[src/rtl/m_pipeline_stage1_if_pkg.sv]
// Shared pipeline definitions for the MIPS front end.
// IF-stage state encoding and IF/ID bubble constants.
package m_pipeline_stage1_if_pkg;

  typedef enum logic [1:0] {
    FETCH  = 2'd0,
    DRAIN  = 2'd1,
    BUFFER = 2'd2
  } if_state_t;

  // sll $0,$0,0
  localparam logic [31:0] NOP_INSTR   = 32'h0000_0000;
  localparam int          PC_STEP_DEF = 4;

endpackage

[src/rtl/m_pipeline_stage1_if.sv]
// Instruction-fetch stage: owns the PC, drives the imem req/ack port,
// loads IF/ID, absorbs ID stalls with a one-entry buffer, squashes on redirect.
module m_pipeline_stage1_if
  import m_pipeline_stage1_if_pkg::*;
#(
  parameter int          N        = 32,
  parameter logic [N-1:0] RESET_PC = '0,
  parameter int          PC_STEP  = PC_STEP_DEF
) (
  input  logic         clk,
  input  logic         reset,
  input  logic         stall,
  input  logic         redirect,
  input  logic [N-1:0] redirect_pc,
  output logic         imem_req,
  output logic [N-1:0] imem_addr,
  input  logic         imem_ack,
  input  logic [N-1:0] imem_rdata,
  output logic [N-1:0] instruction,
  output logic [N-1:0] pc_out,
  output logic         valid_out
);

  if_state_t    state;
  logic [N-1:0] pc;
  logic [N-1:0] target_r;
  logic [N-1:0] buf_instr;
  logic [N-1:0] buf_pc;
  logic [N-1:0] pc_inc;

  logic do_flush;
  logic do_hold;
  logic do_load_f;
  logic do_load_b;

  assign pc_inc    = pc + N'(PC_STEP);
  assign imem_req  = (state != BUFFER);
  assign imem_addr = pc;

  // mutually exclusive IF/ID update selects
  always_comb begin
    do_flush  = redirect;
    do_hold   = !redirect && stall;
    do_load_f = !redirect && !stall &&
                (state == FETCH) && imem_ack;
    do_load_b = !redirect && !stall &&
                (state == BUFFER);
  end

  // PC, buffer and fetch state sequencing
  always_ff @(posedge clk or posedge reset) begin
    if (reset) begin
      state     <= FETCH;
      pc        <= RESET_PC;
      target_r  <= '0;
      buf_instr <= '0;
      buf_pc    <= '0;
    end else begin
      unique case (state)
        FETCH: begin
          if (redirect) begin
            if (imem_ack) begin
              pc <= redirect_pc;
            end else begin
              target_r <= redirect_pc;
              state    <= DRAIN;
            end
          end else if (imem_ack) begin
            pc <= pc_inc;
            if (stall) begin
              buf_instr <= imem_rdata;
              buf_pc    <= pc_inc;
              state     <= BUFFER;
            end
          end
        end
        DRAIN: begin
          if (imem_ack) begin
            pc    <= redirect ? redirect_pc : target_r;
            state <= FETCH;
          end else if (redirect) begin
            target_r <= redirect_pc;
          end
        end
        BUFFER: begin
          if (redirect) begin
            pc    <= redirect_pc;
            state <= FETCH;
          end else if (!stall) begin
            state <= FETCH;
          end
        end
        default: state <= FETCH;
      endcase
    end
  end

  // IF/ID register: flush > hold > load > bubble
  always_ff @(posedge clk or posedge reset) begin
    if (reset) begin
      instruction <= N'(NOP_INSTR);
      pc_out      <= '0;
      valid_out   <= 1'b0;
    end else begin
      unique case (1'b1)
        do_flush: begin
          instruction <= N'(NOP_INSTR);
          pc_out      <= '0;
          valid_out   <= 1'b0;
        end
        do_hold: ;
        do_load_f: begin
          instruction <= imem_rdata;
          pc_out      <= pc_inc;
          valid_out   <= 1'b1;
        end
        do_load_b: begin
          instruction <= buf_instr;
          pc_out      <= buf_pc;
          valid_out   <= 1'b1;
        end
        default: begin
          instruction <= N'(NOP_INSTR);
          pc_out      <= '0;
          valid_out   <= 1'b0;
        end
      endcase
    end
  end

endmodule

[config.mk]
export PLATFORM = sky130hd
export DESIGN_NAME = m_pipeline_stage1_if
export DESIGN_NICKNAME = d
export VERILOG_FILES = /design/src/rtl/m_pipeline_stage1_if_pkg.sv /design/src/rtl/m_pipeline_stage1_if.sv
export SDC_FILE = /design/constraint.sdc
export NUM_CORES = 1
export LEC_CHECK = 0
export CORE_ASPECT_RATIO = 1.2
export CORE_UTILIZATION = 35
export DETAILED_ROUTE_END_ITERATION = 8
export GPL_TIMING_DRIVEN = 0
export PLACE_DENSITY = 0.67
export REMOVE_ABC_BUFFERS = 1
export SYNTH_ARGS = -nofsm -noshare
export SYNTH_HDL_FRONTEND = slang
export SYNTH_SLANG_ARGS = --single-unit
[constraint.sdc]
create_clock -name clk -period 7.25 [get_ports clk]
set_clock_uncertainty 0.15 [all_clocks]
set_input_delay 1.45 -clock clk [delete_from_list [all_inputs] [get_ports clk]]
set_output_delay 1.45 -clock clk [all_outputs]
set_load 0.02 [all_outputs]
==> out/metrics.cfg, run 1 <==
[status]
status=finished with violations
violations=design-rule violations

[synth]
avgSynthCellArea_um2=10.5
ys_seq_area_frac=0.517
synthSimpleGateAreaFrac=0.106
synth_mux_area_frac=0.112
syn-cell-area_um2=9450
synth_ff_type=dfrtp_1
synthDistinctLibCells=54
synth_seq_cells=195
yosys_warnings=0
synth-xor-area-share=0.0250
synth_edf_count=0
synth_compound_area_frac=0.195
synthCells=896
synth_area_leader_cell=dfrtp_1
netlist.area_leader.share=0.517
synth_top_family_by_area=compound AO/OA/AOI/OAI gates
async_flop_share=1.00
synthAdderAreaFrac=0.00662
yosys-top-cells-area=dfrtp_1, mux2_2, a22oi_1, nand2_1, o21ai_0

[global_routing]
grt.busiest_layer=met2
grt_pass1_wl_um=39000
grt.met1_usage=0.232
antenna_found_initial=0
grt_pass1_vias=7064
grt_max_degree=106
track_usage=0.179
met3_usage=0.0370
grt_remaining_overflow=0
grtUsageMet2=0.292

[sta]
fin_setup_tns_ns=0
hold_ws_ns=0.326
rsz0062_at_grt=false
drv_slew=0
worst_pin_slew_ns=1.27
setup_violations=0
hold_violations=0
final.period_utilization=0.558
max_freq_mhz=247
slew_headroom=0.148
min_period_ns=4.05

[critical_path]
cp-start-kind=flip-flop
reg2reg_setup_slack_ns=3.20
critPathMaxFanout=30
worstPathArrival_ns=4.26
critical_path.max_stage_delay_ns=1.03
critPathLaunch=state[0]
cp.required_ns=7.46
reg2reg_depth=7
path_cells=inv_1, ha_1, clkinv_1, nand2_1, nor2_1, a32o_1, a21oi_1
cp_slowest_cell=ha_1
crit_end=imem_addr[25]
critPathKind=flip-flop to flip-flop
path_buf_inv=2
cp_top_family=adder cells
r2r-end=imem_addr[25]
cp.depth=7
crit_path_end_kind=flip-flop
timing.rr.start=state[0]

[detailed_routing]
drt-total-wl_um=23800
vias=7228
drt_iter0_markers=365
drt_first_pass_iters=7
drtAntennaViolNets=0
drc=16
wl_per_cell_um=17.5
vias_per_cell=5.30

[placed_design]
port_buffers=166
placed_area_um2=11500
dp_hpwl_um=16700
gp_congestion=0.816

[cts]
holdBufCountCts=0
cts_tree=built
cts_inserted_buffers=17
root_buffer=clkbuf_16
cts.clk_slew.worst_paths_ns=0.08
clkLatencyLatePin_ns=0.44
cts_buffer_depth=2
ctsResizeCount=0
h-tree-depth=4
post_cts_buffers=0
cts_sinks=195

[floorplan]
die_w_um=152
core_area_um2=26400
io_pins=167
fp-row-count=65
die_height_um=182
die-area_um2=27600
initial_core_util=0.357

[layout]
fin_area_um2=12100
syn_to_final_growth_pct=28.2
final_nets=1091
drive_gt1_frac=0.146
fin_util=0.458
antenna_cells=0

[power]
powerDensity_nw_per_um2=402
vdd_drop_max_mv=0.178
fin_total_pwr_mw=4.87
p_leak_nw=4.90

[worst_hold_path]
min_path_type=flip-flop to flip-flop

[job]
cap_viol_max_count=0

[tightest hold or removal path, cell delays in order, from the launching register on]
cell     delay (ns)
dfrtp_1        0.34
nand2_1        0.04
o21ai_0        0.06
[layout make-up]
cell class / instances / area, µm²
clock inverter: 11 / 198
multi-input combinational: 611 / 4240
sequential: 195 / 4880
clock buffer: 21 / 460
timing repair buffer: 176 / 1840
tap: 335 / 419
inverter: 16 / 67.6
fill: 2455 / 14300
[cell families (layout without fill, tap and decap cells)]
logic type / Yosys count / after routing
AO/OA/AOI/OAI: 288 / 288
AND/OR/NAND/NOR: 196 / 196
flip-flops: 195 / 195
multiplexers: 95 / 95
buffers and inverters: 90 / 224
XOR/XNOR: 27 / 27
adder cells (fa/ha/maj): 5 / 5
[cells in the mapped netlist (3+ instances only)]
master,n
a211oi_1,5
a21o_1,4
a21oi_1,43
a221o_1,7
a221oi_1,5
a22o_1,6
a22oi_1,66
a2bb2oi_1,4
a31oi_1,9
a32o_1,4
and3_1,3
buf_1,7
buf_2,9
clkbuf_1,55
dfrtp_1,195
ha_1,5
inv_1,14
mux2_2,83
mux2i_1,12
nand2_1,113
nand3_1,11
nand4_1,4
nand4_2,3
nor2_1,14
nor2b_1,5
nor3_1,10
nor3_2,5
nor3_4,4
nor4_1,9
o211ai_1,3
o21a_1,6
o21ai_0,79
o21ai_1,25
o221ai_1,3
o22a_1,3
o22ai_1,7
o31ai_1,3
or3_1,4
or4_1,4
xnor2_1,24
xor2_1,3
[worst min path at each step]
stage	depth (start not counted)	slack, ns	start	to
2_1_floorplan	2	0.30	buf_pc[2]	buf_pc[2]
3_3_place_gp	2	0.31	instruction[16]	instruction[16]
3_5_place_dp	2	0.32	instruction[12]	instruction[12]
4_1_cts	2	0.34	instruction[12]	instruction[12]
5_1_grt	2	0.35	buf_pc[12]	buf_pc[12]
6_report	2	0.33	instruction[13]	instruction[13]
[through the flow]
stage / setup WS, ns / instances
6_report: 3.20 / 1365
5_1_grt: 2.96 / 1365
4_1_cts: 3.22 / 1365
3_5_place_dp: 2.87 / 1333
3_3_place_gp: -7.94 / 1323
2_1_floorplan: -1.37 / 822
[cell usage in the layout, fill, tap and decap left out, types with 12 or more instances in the layout]
master,Yosys,final
o21ai_0,79,79
clkdlybuf4s50_1,0,165
nor2_1,14,14
nand2_1,113,112
o21ai_1,25,25
xnor2_1,24,24
clkbuf_16,0,17
mux2_2,83,83
dfrtp_1,195,195
a22oi_1,66,66
a21oi_1,43,43
inv_1,14,13
mux2i_1,12,12
[routing by layer]
layer	part of all wire	wire length, µm
met5	0	0
met1	0.44	10600
met2	0.49	11600
met4	0.027	647
met3	0.043	1020
[power by group]
part           internal [mW]  switching [mW]  total [mW]
clock network          0.634           0.423        1.06
registers               1.51           0.338        1.85
logic                  0.909            1.05        1.96
[registers in the layout, indices dropped and copies added (netlist names)]
| name | count |
|---|---|
| buf_pc | 32 |
| buf_instr | 32 |
| instruction | 32 |
| pc_out | 32 |
| target_r | 32 |
| valid_out | 1 |
| imem_addr | 32 |
| state | 2 |
No activity file was read; power rests on OpenSTA's default activity.
==> run 2, diff against run 1 <==
--- a/config.mk
+++ b/config.mk
@@ -9,7 +9,7 @@
 export CORE_UTILIZATION = 35
 export DETAILED_ROUTE_END_ITERATION = 8
 export GPL_TIMING_DRIVEN = 0
-export PLACE_DENSITY = 0.67
+export PLACE_DENSITY = 0.65
 export REMOVE_ABC_BUFFERS = 1
 export SYNTH_ARGS = -nofsm -noshare
 export SYNTH_HDL_FRONTEND = slang
==> constraint.sdc (replaced) <==
create_clock -name clk -period 3.9 [get_ports clk]
set_clock_uncertainty 0.15 [all_clocks]
set_input_delay 0.78 -clock clk [delete_from_list [all_inputs] [get_ports clk]]
set_output_delay 0.78 -clock clk [all_outputs]
set_load 0.02 [all_outputs]
==> out/metrics.cfg, run 2 (synthesized netlist as in run 1, its figures left out) <==
[sta]
hold_violations=0  ; unchanged
slew_headroom=0.197  ; +0.0498
hold_ws_ns=0.328  ; +0.00213 ns
fin_ws_ns=0.388  ; -2.81 ns
drv_slew=0  ; unchanged
min_period_ns=3.51  ; -0.536 ns
fin_setup_tns_ns=0  ; unchanged
max_freq_mhz=285  ; +15%
final.period_utilization=0.901  ; +0.342
rsz0062_at_grt=false
setup_violations=0  ; unchanged
worst_pin_slew_ns=1.20  ; -0.0743 ns

[floorplan]
fp-row-count=65  ; unchanged
io_pins=167  ; unchanged
initial_core_util=0.357  ; unchanged
core_area_um2=26400  ; unchanged
die_w_um=152  ; unchanged
die_height_um=182  ; unchanged
die-area_um2=27600  ; unchanged

[critical_path]
crit_path_end_kind=flip-flop
r2r-end=imem_addr[29]
worstPathArrival_ns=3.73  ; -0.53 ns
cp.required_ns=4.11  ; -3.35 ns
critPathKind=flip-flop to flip-flop
timing.rr.start=state[0]
reg2reg_depth=7  ; unchanged
reg2reg_setup_slack_ns=0.39  ; -2.81 ns
critPathMaxFanout=45  ; +50%
cp-start-kind=flip-flop

[layout]
syn_to_final_growth_pct=28.3  ; about the same
antenna_cells=0  ; unchanged
fillers=2417  ; -1.5%
layout_common_cells=dfrtp_1, clkdlybuf4s50_1, nand2_1, mux2_2, o21ai_0
drive_gt1_frac=0.150  ; +0.00471
multi_input_area_um2=4250  ; +0.15%
regArea_um2=4880  ; unchanged
final_nets=1092  ; +0.092%
final_common_cell=dfrtp_1

[cts]
h-tree-depth=4  ; unchanged
cts_tree=built
clkLatencyLatePin_ns=0.44  ; about the same
cts_buffer_depth=2  ; unchanged
cts_inserted_buffers=17  ; unchanged
post_cts_buffers=0  ; unchanged
cts_sinks=195  ; unchanged
cts.clk_slew.worst_paths_ns=0.07  ; about the same
ctsResizeCount=1  ; +1
root_buffer=clkbuf_16
holdBufCountCts=0  ; unchanged

[power]
switchingPower_mw=3.40  ; +88%
sequentialPowerShare=0.385  ; +0.004
powerDensity_nw_per_um2=739  ; +84%
vdd_drop_max_mv=0.390  ; +120%
switching_share=0.380  ; +0.00816
clkPwrFrac=0.206  ; -0.011
comb_power_share=0.409  ; +0.007
p_leak_nw=4.89  ; -0.10%
p_int_mw=5.55  ; +82%

[status]
status=finished with violations
violations=design-rule violations

[placed_design]
dp_hpwl_um=17100  ; +1.9%
pre_cts_ws_ns=-0.149  ; -3.02 ns
gp_congestion=0.797  ; -2.4%
port_buffers=166  ; unchanged

[detailed_routing]
drt_first_pass_iters=7  ; unchanged
vias=7202  ; -0.36%
drtAntennaViolNets=0  ; unchanged
vias_per_cell=5.27  ; -0.43%
wl_per_cell_um=17.6  ; +0.89%
drt_iter0_markers=329  ; -9.9%
drt-total-wl_um=24100  ; +0.97%
drc=24  ; +8

[worst_hold_path]
min_to=pc_out[8]
min_path_type=flip-flop to flip-flop
min_path_cells=2  ; unchanged
hold_path.startpoint=pc_out[8]

[global_routing]
grt_pass1_vias=7087  ; +0.33%
grt_max_degree=127  ; +20%
track_usage=0.179  ; about the same
antenna_found_initial=0  ; unchanged
grt_remaining_overflow=0  ; unchanged
grt_pass1_wl_um=38800  ; -0.66%

[job]
cap_viol_max_count=0  ; unchanged

==> run 2: changes by cell type in the layout (fill, tap and decap cells not counted), moves of 2 or more <==
cell        previous run  this run
buf_16                 3         5
bufinv_16              5         3
clkbuf_1               2         0
clkinv_2               1         3
clkinvlp_4             1         3
==> run 2: through the flow <==
| stage | area [µm²] | total power, mW | util | instances |
|---|---|---|---|---|
| floorplan | 9140 | 5.71 | - | 822 |
| global placement | 11200 | 7.03 | 0.425 | 1323 |
| detailed placement | 11500 | 7.16 | 0.435 | 1334 |
| CTS | 12100 | 9.03 | 0.458 | 1366 |
| global route | 12100 | 9.54 | 0.459 | 1366 |
| finish | 12100 | 8.95 | 0.459 | 1366 |
==> run 2: layout make-up <==
class / instances / area share
Tap cell: 335 / 0.0346
Clock buffer: 18 / 0.0362
Timing Repair Buffer: 177 / 0.156
Sequential cell: 195 / 0.403
Multi-Input combinational cell: 611 / 0.351
Inverter: 16 / 0.00568
Clock inverter: 14 / 0.0147
==> run 2: power groups by stage <==
stage | combinational (mW) | sequential (mW) | clock (mW)
floorplan | 2.02 | 3.69 | 0
global placement | 3.58 | 3.45 | 0
detailed placement | 3.67 | 3.49 | 0
CTS | 3.69 | 3.45 | 1.89
global route | 4.01 | 3.56 | 1.97
finish | 3.67 | 3.44 | 1.84
==> run 2: routing by layer <==
metal | global-route usage | vias up | part of all wire
met5 | 0 | - | 0
met4 | 0.0653 | 0 | 0.021
met3 | 0.0296 | 28 | 0.036
met2 | 0.308 | 172 | 0.49
met1 | 0.228 | 3474 | 0.45
li1 | - | 3528 | -
==> run 2: how the worst max path moves through the flow <==
stage	start	to	slack (ns)	depth (start not counted)
global placement	redirect	buf_instr[2]	-10.81	4
detailed placement	state[0]	imem_addr[31]	-0.15	7
global route	state[0]	imem_addr[31]	0.14	7
floorplan	redirect	buf_instr[0]	-4.05	3
CTS	state[0]	imem_addr[31]	0.05	7
finish	state[0]	imem_addr[29]	0.39	7
==> run 2: critical path, cell delays in order, from the launching register on <==
cell and delay, ns:
dfrtp_1 0.43, inv_1 0.12, ha_1 0.55, nor2b_4 0.85, or3_4 0.59, nor2_1 0.28
a32o_1 0.32, a21oi_1 0.11
==> run 3, diff against run 2 <==
--- a/config.mk
+++ b/config.mk
@@ -5,6 +5,7 @@
 export SDC_FILE = /design/constraint.sdc
 export NUM_CORES = 1
 export LEC_CHECK = 0
+export CAP_MARGIN = 20
 export CORE_ASPECT_RATIO = 1.2
 export CORE_UTILIZATION = 35
 export DETAILED_ROUTE_END_ITERATION = 8
==> out/metrics.cfg, run 3 (synthesized netlist as in run 1, its figures left out) <==
[status]
status=finished with violations
violations=design-rule violations

[cts]
clkLatencyLatePin_ns=0.44  ; about the same
cts_tree=built
cts_sinks=195  ; unchanged
root_buffer=clkbuf_16
cts.clk_slew.worst_paths_ns=0.08  ; about the same
h-tree-depth=4  ; unchanged
cts_inserted_buffers=17  ; unchanged
holdBufCountCts=0  ; unchanged
cts_buffer_depth=2  ; unchanged

[global_routing]
track_usage=0.180  ; +0.000775
grt_pass1_vias=7073  ; -0.20%
grt_max_degree=127  ; unchanged
grt_pass1_wl_um=39200  ; +1.0%
antenna_found_initial=0  ; unchanged
grt_remaining_overflow=0  ; unchanged

[placed_design]
pre_cts_ws_ns=-0.168  ; -0.0189 ns
gp_congestion=0.797  ; unchanged
dp_hpwl_um=17100  ; +0.34%
dp_cells=1336  ; +0.15%
placed_area_um2=11500  ; +0.34%
port_buffers=166  ; unchanged

[worst_hold_path]
min_path_type=flip-flop to flip-flop

[layout]
final_nets=1097  ; +0.46%
layout_common_cells=dfrtp_1, clkdlybuf4s50_1, nand2_1, mux2_2, o21ai_0
final_cells=1371  ; +0.37%
fillers=2426  ; +0.37%
antenna_cells=0  ; unchanged
final_common_cell=dfrtp_1
fin_area_um2=12200  ; +0.77%
drive_gt1_frac=0.153  ; +0.00217
syn_to_final_growth_pct=29.3

[sta]
slew_headroom=0.384  ; +0.187
rsz0062_at_grt=false
final.period_utilization=0.922  ; +0.0218
min_period_ns=3.60  ; +0.0850 ns
max_freq_mhz=278  ; -2.4%
fin_ws_ns=0.303  ; -0.0850 ns
hold_violations=0  ; unchanged
setup_violations=0  ; unchanged
drv_slew=0  ; unchanged
worst_pin_slew_ns=0.924  ; -0.274 ns
fin_setup_tns_ns=0  ; unchanged

[detailed_routing]
drc=24  ; unchanged
drt-total-wl_um=24500  ; +1.7%
wl_per_cell_um=17.8  ; +1.3%
drt_first_pass_iters=6  ; -1
drtAntennaViolNets=0  ; unchanged
vias_per_cell=5.31  ; +0.69%
drt_iter0_markers=359  ; +9.1%
vias=7278  ; +1.1%

[critical_path]
critPathKind=flip-flop to flip-flop
reg2reg_setup_slack_ns=0.30  ; -0.08 ns
cp.required_ns=4.11  ; about the same
worstPathArrival_ns=3.81  ; +0.08 ns
cp-start-kind=flip-flop
crit_path_end_kind=flip-flop
critPathMaxFanout=45  ; unchanged

[power]
comb_power_share=0.416  ; +0.007
p_int_mw=5.63  ; +1.4%
powerDensity_nw_per_um2=741  ; +0.30%
vdd_drop_max_mv=0.349  ; -11%
sequentialPowerShare=0.381  ; -0.004
switchingPower_mw=3.42  ; +0.60%
clkPwrFrac=0.203  ; -0.003
fin_total_pwr_mw=9.05  ; +1.1%
p_leak_nw=4.94  ; +0.95%
switching_share=0.378  ; -0.00178

[floorplan]
die_w_um=152  ; unchanged
core_area_um2=26400  ; unchanged
fp-row-count=65  ; unchanged
initial_core_util=0.357  ; unchanged
die_height_um=182  ; unchanged
io_pins=167  ; unchanged
die-area_um2=27600  ; unchanged

[job]
cap_viol_max_count=0  ; unchanged

## run 3: cell count changes in the layout (fill, tap and decap cells not counted)
cell	change
nor2b_2	+1
nand2_1	+1
inv_6	-1
clkinv_4	+1
buf_6	+1
nand2_2	-1
ha_2	-1
buf_16	+3
ha_1	+1
or3_2	+1
or3_4	-1
## run 3: area by class of cell
class,instances,area [µm²],share of cell area
Clock inverter,14,178,0.0145
Inverter,16,68.8,0.00563
Multi-Input combinational cell,612,4250,0.348
Tap cell,335,419,0.0343
Timing Repair Buffer,181,1980,0.162
Sequential cell,195,4880,0.400
Clock buffer,18,439,0.0360
## run 3: worst max-delay path, cell delays in order (launching register included)
cell and delay (ns):
dfrtp_1 0.43, inv_1 0.12, ha_1 0.59, nor2b_4 0.59, or3_2 0.78, nor2_1 0.36, a32o_1 0.36, a21oi_1 0.11
## run 3: power by group through the flow
stage / registers, mW / logic (mW) / clock network [mW]
2_1_floorplan: 3.69 / 2.02 / 0
3_3_place_gp: 3.45 / 3.58 / 0
3_5_place_dp: 3.48 / 3.69 / 0
4_1_cts: 3.45 / 3.71 / 1.89
5_1_grt: 3.57 / 4.12 / 1.97
6_report: 3.45 / 3.77 / 1.83
## run 3: final timing paths
kind | from | to | cells after the start
max in group asynchronous | reset | buf_pc[6] | 3
worst min register to register | pc_out[6] | pc_out[6] | 2
worst max register to register | state[0] | imem_addr[30] | 7
worst min-delay path | pc_out[6] | pc_out[6] | 2
worst max-delay path | state[0] | imem_addr[30] | 7
min in group asynchronous | reset | instruction[27] | 2
## run 3: layer usage
layer,track usage,vias up,share of wire
met4,0.0698,0,0.020
met2,0.304,163,0.50
met3,0.0337,26,0.038
met5,0,-,0
met1,0.229,3550,0.44
li1,-,3539,-
## run 3: what timing repair did
| action | CTS | global route |
|---|---|---|
| setup buffers | 0 | 0 |
| cloned | 0 | 1 |
| setup endpoints to repair | 7 | 7 |
| pin swaps | 0 | 0 |
| resized for setup | 1 | 0 |
## run 3: stage by stage
step	hold slack [ns]	util
global placement	0.310	0.425
global route	0.348	0.462
detailed placement	0.319	0.436
CTS	0.336	0.460
floorplan	0.300	-
finish	0.329	0.462
